### config.mk
export PLATFORM = sky130hd
export DESIGN_NAME = down_counter
export DESIGN_NICKNAME = d
export VERILOG_FILES = /design/src/rtl/down_counter.sv
export SDC_FILE = /design/constraint.sdc
export NUM_CORES = 1
export LEC_CHECK = 0
export CAP_MARGIN = 5
export CELL_PAD_IN_SITES_DETAIL_PLACEMENT = 1
export CELL_PAD_IN_SITES_GLOBAL_PLACEMENT = 2
export CORE_UTILIZATION = 24
export DETAILED_ROUTE_END_ITERATION = 8
export PLACE_DENSITY = 0.81
export SLEW_MARGIN = 20
export SYNTH_ARGS = -nofsm -noshare
export SYNTH_HDL_FRONTEND = slang
export SYNTH_SLANG_ARGS = --single-unit
### constraint.sdc
create_clock -name clk -period 2.25 [get_ports clk]
set_input_delay 0.45 -clock clk [delete_from_list [all_inputs] [get_ports clk]]
set_output_delay 0.45 -clock clk [all_outputs]
set_load 0.05 [all_outputs]
### src/rtl/down_counter.sv
// Loadable N-bit down counter with IDLE/RUN/EXPIRED control FSM and cascade borrow.
// Latency: load takes effect on the next clk edge; done is registered one cycle after underflow; bout is combinational.
// Backpressure: none. enable stalls the count, and a higher cascade stage is stalled by holding its enable (a lower bout) low.
//
// Ports:
//   clk    - single clock; all state updates on its rising edge
//   reset  - asynchronous, active-high; clears count, done and state immediately
//   enable - count enable; also the cascade input fed by a lower stage's bout
//   load   - synchronous load/re-arm strobe; wins over enable
//   din    - load value (N bits)
//   qout   - current count (N bits)
//   bout   - borrow out = busy & enable & (qout == 0); the enable for the next stage up
//   busy   - high while in RUN
//   done   - one-cycle pulse in the cycle after an underflow edge
//
// Build option: define DOWN_COUNTER_RELOAD_EN for periodic operation. On underflow the
// counter reloads the last loaded value and stays in RUN, so the period is
// reload_reg+1 enabled cycles. Without it the counter is one-shot. It holds 0 and
// parks in EXPIRED until the next load, and no reload register is built.

module down_counter #(
  parameter int N = 4
) (
  input  logic         clk,
  input  logic         reset,
  input  logic         enable,
  input  logic         load,
  input  logic [N-1:0] din,
  output logic [N-1:0] qout,
  output logic         bout,
  output logic         busy,
  output logic         done
);

  typedef enum logic [1:0] {
    IDLE    = 2'd0,
    RUN     = 2'd1,
    EXPIRED = 2'd2
  } state_t;

  localparam logic [N-1:0] ONE  = {{(N-1){1'b0}}, 1'b1};
  localparam logic [N-1:0] ZERO = '0;

  state_t       state, state_n;
  logic [N-1:0] count, count_n;
  logic         done_r, done_n;
  logic         at_zero;
  logic         underflow;

`ifdef DOWN_COUNTER_RELOAD_EN
  logic [N-1:0] reload_reg, reload_n;
`endif

  assign at_zero = (count == ZERO);

  // Underflow is the enabled edge that would take the count below zero.
  // load suppresses it because a reload on the same edge replaces the count.
  assign underflow = (state == RUN) & enable & ~load & at_zero;

  // ---------------------------------------------------------------------------
  // State register
  // ---------------------------------------------------------------------------
  always_ff @(posedge clk or posedge reset) begin
    if (reset) begin
      state  <= IDLE;
      count  <= ZERO;
      done_r <= 1'b0;
    end else begin
      state  <= state_n;
      count  <= count_n;
      done_r <= done_n;
    end
  end

`ifdef DOWN_COUNTER_RELOAD_EN
  always_ff @(posedge clk or posedge reset) begin
    if (reset) begin
      reload_reg <= ZERO;
    end else begin
      reload_reg <= reload_n;
    end
  end
`endif

  // ---------------------------------------------------------------------------
  // Next-state and next-count logic
  // ---------------------------------------------------------------------------
  always_comb begin
    state_n  = state;
    count_n  = count;
    done_n   = underflow;
`ifdef DOWN_COUNTER_RELOAD_EN
    reload_n = reload_reg;
`endif

    if (load) begin
      // Load re-arms from any state, including a mid-count RUN.
      state_n  = RUN;
      count_n  = din;
`ifdef DOWN_COUNTER_RELOAD_EN
      reload_n = din;
`endif
    end else begin
      unique case (state)
        RUN: begin
          if (enable) begin
            if (!at_zero) begin
              count_n = count - ONE;
            end else begin
`ifdef DOWN_COUNTER_RELOAD_EN
              // Periodic mode: go straight back to the reload value and keep running.
              count_n = reload_reg;
              state_n = RUN;
`else
              // One-shot mode: park at zero until the next load.
              count_n = ZERO;
              state_n = EXPIRED;
`endif
            end
          end
        end
        IDLE, EXPIRED: begin
          // The count is frozen outside RUN, whatever enable does.
          count_n = count;
          state_n = state;
        end
        default: begin
          // Unreachable encoding: fall back to a safe, stopped state.
          count_n = ZERO;
          state_n = IDLE;
        end
      endcase
    end
  end

  // ---------------------------------------------------------------------------
  // Outputs
  // ---------------------------------------------------------------------------
  assign qout = count;
  assign busy = (state == RUN);
  assign done = done_r;

  // The borrow is deliberately not gated by load. A higher stage sees the same
  // borrow whether or not this stage is being re-armed on that edge.
  assign bout = busy & enable & at_zero;

endmodule

* Word level (Yosys, flattened, before mapping)
Index checks and enable logic that the tools add are counted.
** Operators by class
- $add $sub $neg :: 1
- $mul :: 0
- Div/mod/pow operators :: 0
- $lt $le $gt $ge :: 0
- Equal/unequal tests :: 5
- Shifts and indexed selects :: 0
- Mux-type cells :: 8
- Bitwise operators :: 5
- Reduce and logical (&&, ||, !) cells :: 5
** Operators with widths (count)
- $mux 4 :: 3
- $pmux 4 s2 :: 1
- $mux 2 :: 3
- $and 1x1->1 :: 4
- $logic_not 4->1 :: 1
- $pmux 2 s2 :: 1
- $sub 4x1->4 const B :: 1
- $ne 3x2->1 const B :: 1
- $ne 3x3->1 const B :: 1
- $reduce_and 3->1 :: 1
- $eq 2x1->1 const B :: 1
- $eq 2x2->1 const B :: 1
- $logic_not 2->1 :: 1
- $ne 2x2->1 const B :: 1
- $reduce_and 2->1 :: 1
- $reduce_or 2->1 :: 1
- $not 1->1 :: 1
** Word-level totals
- Register bits after elaboration :: 7
- Bits in latches :: 0
- Memory bits (writable) :: 0
- Memory bits (read-only) :: 0
- Input port bits :: 8
- Output and inout port bits :: 7
- Word-level logic and storage cells :: 27
- Memories kept :: 0

* Longest topological paths before layout
Gate-level depths: netlist of the first run.
- Depth after elaboration :: 5
- Depth in mapped cells :: 6
- Mapped depth without buffers :: 6

* Least setup slack after synthesis of the first run
Ideal clock, no wire load.
- Path type :: register to output
- Start :: reg count[0], in the netlist qout[0]
- End :: out bout
- Arrival time :: 1547 ps
- Required time :: 1800 ps
- Path slack :: 253 ps
- Cell stages (with the launch flop) :: 6
- Buffers on the path :: 0
- Cell sequence :: dfrtp_1 inv_1 ha_1 nor2b_1 nand4b_1 inv_1
** Between the ends
- Word-level cells in the longest chain between the ends :: 2
** Ends and longest elaborated chain
- start, declared :: line 45 : logic [N-1:0] count, count_n;
- start signal, assigned :: line 70 : count <= count_n;
- $logic_not 4->1 :: line 54 : assign at_zero = (count == ZERO);
- $and 1x1->1 :: line 145 : assign bout = busy & enable & at_zero;
- end, declared :: line 30 : output logic bout,
Every way passes these cells.

* Worst setup path after layout of the first run
- Start :: reg state[1]
- End :: out busy
** Between the ends
- Word-level cells in the longest chain between the ends :: 1
** Ends and longest elaborated chain
- start, declared :: line 44 : state_t state, state_n;
- start signal, assigned :: line 69 : state <= state_n;
- $eq 2x1->1 :: line 140 : assign busy = (state == RUN);
- end, declared :: line 31 : output logic busy,
Every way passes these cells.

==> results of run 1 <==
[synthesized netlist by cell type (all sizes together)]
library cell and n:
nand2b 1, nand4b 1, dfrtp 7, nor2 2, a32oi 1, nor3b 2, o21ai 5, a21o 1
nor2b 2, nand2 4, o221ai 1, a221oi 1, inv 6, clkbuf 1, and3b 1, ha 1
nor3 1, a21oi 4, mux2 1
[critical path, cell delays in order, from the launching register on]
cell and delay [ns]:
dfrtp_1 0.42, nor2b_4 0.18, clkdlybuf4s50_1 0.82
[where the power goes]
part / total, W / internal, W / switching (W) / leakage, nW
sequential: 0.000155 / 0.000139 / 0.0000163 / 0.0845
combinational: 0.000152 / 0.0000634 / 0.0000885 / 0.168
clock: 0.000113 / 0.0000676 / 0.0000457 / 0.0150
[cell families (layout without fill, tap and decap cells)]
family / count (synthesis) / after routing / synth area share (%)
flip-flops: 7 / 7 / 44.9
buffers and inverters: 7 / 25 / 6.73
AO/OA/AOI/OAI: 13 / 13 / 20.2
multiplexers: 1 / 1 / 2.88
AND/OR/NAND/NOR: 14 / 14 / 22.1
adder cells (fa/ha/maj): 1 / 1 / 3.20
[sequential cells by signal, indices dropped and copies added (netlist names)]
register	flops
done	1
qout	4
state	2
[area by class of cell]
class	count	area [µm²]
multi-input cells	29	189
well taps	16	20.0
clock buffers	4	26.3
inverters	6	22.5
fillers	175	916
flip-flops and latches	7	175
repair buffers	15	158
[through the flow]
| step | instances | worst slack [ns] | power (W) | hold slack [ns] |
|---|---|---|---|---|
| 2_1_floorplan | 43 | 0.253 | 0.000253 | 0.253 |
| 3_3_place_gp | 73 | 0.349 | 0.000310 | 0.516 |
| 3_5_place_dp | 73 | 0.331 | 0.000312 | 0.536 |
| 4_1_cts | 77 | 0.119 | 0.000430 | 0.441 |
| 5_1_grt | 77 | 0.0719 | 0.000449 | 0.468 |
| 6_report | 77 | 0.133 | 0.000421 | 0.432 |
[metal layers]
layer	GRT usage, %	vias to the layer above
li1	-	186
met1	14.8	163
met2	18.5	13
met3	7.76	2
met4	5.63	0
met5	0	-
[final timing paths]
check	start	endpoint	slack [ns]	cells after the start
min	reset	state[0]	0.43	2
max reg2reg	qout[0]	qout[3]	0.80	6
max	state[1]	busy	0.13	2
max in group asynchronous	reset	done	1.60	2
min reg2reg	qout[0]	qout[0]	0.54	1
min in group clk	qout[0]	qout[0]	0.54	1
==> impl_metrics.json, run 1 <==
{
  "grt_antenna_before_repair": 0,
  "synthCells": 43,
  "syn_area_um2": 390,
  "final_cell_mix": "clkdlybuf4s50_1 (13), dfrtp_1 (7), inv_1 (6)",
  "grt_pass1_vias": 357,
  "cp_max_fo": 5,
  "cts_resized": 0,
  "clock_path_buffers": 2,
  "clock_latency_ns": 0.25,
  "route.detailed.drc": 0,
  "drive_gt1_share_pct": 11.5,
  "cp-start-kind": "flop",
  "max_freq_mhz": 472,
  "power_density_nw_per_um2": 712,
  "ant_nets": 0,
  "grt_pass1_wl_um": 1600,
  "leakage_nw": 0.268,
  "synth.net_count": 52,
  "ys.warnings.count": 0,
  "layout_commonest_cell": "clkdlybuf4s50_1",
  "ir_drop_v": 0.000277,
  "port_buffers": 14,
  "finalSetupTns_ns": 0,
  "post_cts_buffers": 0,
  "required_ns": 1.80,
  "grtUsageTotal_pct": 12.7,
  "hold_buffers": 0,
  "grt_max_degree": 12,
  "num_rows": 14,
  "hold_viol_final": 0,
  "synth_top_area_cell": "dfrtp_1",
  "htreeDepth": 1,
  "die_h_um": 42.3,
  "num_vias": 364,
  "gr-total-overflow": 0,
  "place_congestion": 0.702,
  "hpwl_um": 740,
  "placed_cell_area_um2": 564,
  "yosysSeqAreaShare_pct": 44.9,
  "finClkSkew_ns": 0.00391,
  "clock-sinks": 7,
  "syn_area_per_cell_um2": 9.08,
  "route.met2.wl_um": 432,
  "wl_per_cell_um": 12.4,
  "initial_core_util_pct": 25.9,
  "tightest_slew_ns": 0.492,
  "status": "finished, final reports clean",
  "top_layer": "met4",
  "arrival_ns": 1.67,
  "core_um2": 1510,
  "cts-root-buf": "clkbuf_4",
  "cts_buffers": 3,
  "nNetsFinal": 71,
  "drv_slew": 0,
  "met1_length_um": 445,
  "dieArea_um2": 1790,
  "synth_top_area_share_pct": 44.9,
  "syn_to_final_growth_pct": 51.3,
  "firstDrtPassIters": 1,
  "yosys_register_bits": 7,
  "setup-violations-final": 0,
  "yosys.cell_types.count": 20,
  "holdCritPathClass": "input port to asynchronous set/reset pin",
  "rsz0062_at_grt": "no",
  "cts_tree": "done",
  "fin_area_um2": 591,
  "route.met3.wl_um": 71,
  "routed_wl_um": 957,
  "boundaryPins": 15,
  "relSlewSlack_pct": 67.1,
  "synthTopCellsByArea": "dfrtp_1 (45%), o21ai_0 (6.4%), inv_1 (5.8%)",
  "diodes": 0,
  "via_per_inst": 4.73,
  "critical_path_class": "flop to primary output",
  "final_util_pct": 39.2,
  "maxCapViolations": 0,
  "endpoint_kind": "primary output",
  "clk_pin_slew_worst_paths_ns": 0.05,
  "die_x_um": 42.3,
  "period_share_pct": 94.1,
  "drt_iter0_markers": 0,
  "fin_crit_ns": 2.12
}
(Power assumes the default switching activity.)
==> run 2: changes to the inputs <==
--- a/config.mk
+++ b/config.mk
@@ -8,6 +8,7 @@
 export CAP_MARGIN = 5
 export CELL_PAD_IN_SITES_DETAIL_PLACEMENT = 1
 export CELL_PAD_IN_SITES_GLOBAL_PLACEMENT = 2
+export CORE_MARGIN = 2
 export CORE_UTILIZATION = 24
 export DETAILED_ROUTE_END_ITERATION = 8
 export PLACE_DENSITY = 0.81
==> impl_metrics.json, run 2 (synthesis results as in run 1) <==
{
  "rsz0062_at_grt": "no",
  "cts_resized": 0,
  "firstDrtPassIters": 4,
  "grt_max_degree": 12,
  "post_cts_buffers": 0,
  "cp-start-kind": "flop",
  "grtUsageTotal_pct": 12.8,
  "ant_nets": 0,
  "gr-total-overflow": 0,
  "status": "finished, final reports clean",
  "drv_slew": 0,
  "arrival_ns": 1.69,
  "cp_max_fo": 5,
  "period_share_pct": 94.9,
  "finalSetupTns_ns": 0,
  "grt_pass1_vias": 398,
  "clk_pin_slew_worst_paths_ns": 0.05,
  "critical_path_class": "flop to primary output",
  "hold_buffers": 0,
  "fin_area_um2": 593,
  "power_density_nw_per_um2": 716,
  "initial_core_util_pct": 25.6,
  "nNetsFinal": 71,
  "drt_iter0_markers": 7,
  "clock-sinks": 7,
  "fin_crit_ns": 2.14,
  "num_rows": 14,
  "hold_viol_final": 0,
  "required_ns": 1.80,
  "finClkSkew_ns": 0.00157,
  "syn_to_final_growth_pct": 51.9,
  "port_buffers": 14,
  "cts_tree": "done",
  "max_freq_mhz": 468,
  "cts_buffers": 3,
  "clock_latency_ns": 0.24,
  "relSlewSlack_pct": 65.9,
  "holdCritPathClass": "input port to asynchronous set/reset pin",
  "dieArea_um2": 1970,
  "clock_path_buffers": 2,
  "place_congestion": 0.710,
  "boundaryPins": 15,
  "tightest_slew_ns": 0.510,
  "hpwl_um": 828,
  "placed_cell_area_um2": 564,
  "grt_pass1_wl_um": 1850,
  "endpoint_kind": "primary output",
  "die_x_um": 44.3,
  "die_h_um": 44.3,
  "cts-root-buf": "clkbuf_4",
  "setup-violations-final": 0,
  "final_cell_mix": "clkdlybuf4s50_1 (13), dfrtp_1 (7), inv_1 (6)",
  "drive_gt1_share_pct": 13.1,
  "diodes": 0,
  "htreeDepth": 1,
  "maxCapViolations": 0,
  "core_um2": 1520,
  "layout_commonest_cell": "clkdlybuf4s50_1",
  "via_per_inst": 4.91,
  "grt_antenna_before_repair": 0,
  "leakage_nw": 0.269,
  "routed_wl_um": 1050,
  "ir_drop_v": 0.000331,
  "largest_reg_flops": 4,
  "route.detailed.drc": 0,
  "wl_per_cell_um": 13.6,
  "num_vias": 378
}
-- run 2: cell types whose count changed in the layout (fill, tap and decap cells not counted) --
cell / before / now
nor2b_2: 0 / 1
nor2b_1: 1 / 0
-- run 2: critical path, stage by stage, from the launching register on --
cell,delay (ns)
dfrtp_1,0.43
nor2b_4,0.19
clkdlybuf4s50_1,0.82
-- run 2: per-layer routing --
layer / vias up / wire, µm / GRT usage, %
met3: 0 / 55 / 2.04
met5: - / 0 / 0
met2: 11 / 457 / 17.9
met4: 0 / 0 / 7.27
met1: 182 / 532 / 18.5
li1: 185 / - / -
-- run 2: cell type report --
type | count | area, µm²
multi-input cells | 29 | 191
well taps | 16 | 20.0
inverters | 6 | 22.5
fillers | 169 | 931
repair buffers | 15 | 158
clock buffers | 4 | 26.3
flip-flops and latches | 7 | 175
-- run 2: worst paths after layout --
path | from | endpoint | slack, ns | cells past startpoint
max | state[1] | busy | 0.11 | 2
min | reset | state[1] | 0.44 | 2
max reg2reg | qout[0] | qout[3] | 0.74 | 6
min reg2reg | qout[0] | qout[0] | 0.53 | 1
max in group asynchronous | reset | qout[0] | 1.59 | 2
min in group clk | qout[0] | qout[0] | 0.53 | 1
-- run 2: power by group --
part	switching [W]	internal, W
combinational	0.0000926	0.0000644
clock	0.0000451	0.0000676
sequential	0.0000161	0.000139
total	0.000154	0.000271
-- run 2: stage by stage --
stage / instances / hold WS [ns] / total power, W / utilization (%) / worst slack [ns]
global placement: 73 / 0.527 / 0.000312 / 37.0 / 0.347
floorplan: 43 / 0.253 / 0.000253 / - / 0.253
finish: 77 / 0.438 / 0.000425 / 38.9 / 0.115
CTS: 77 / 0.434 / 0.000431 / 38.8 / 0.108
detailed placement: 73 / 0.521 / 0.000314 / 37.0 / 0.325
global route: 77 / 0.462 / 0.000453 / 38.9 / 0.0133
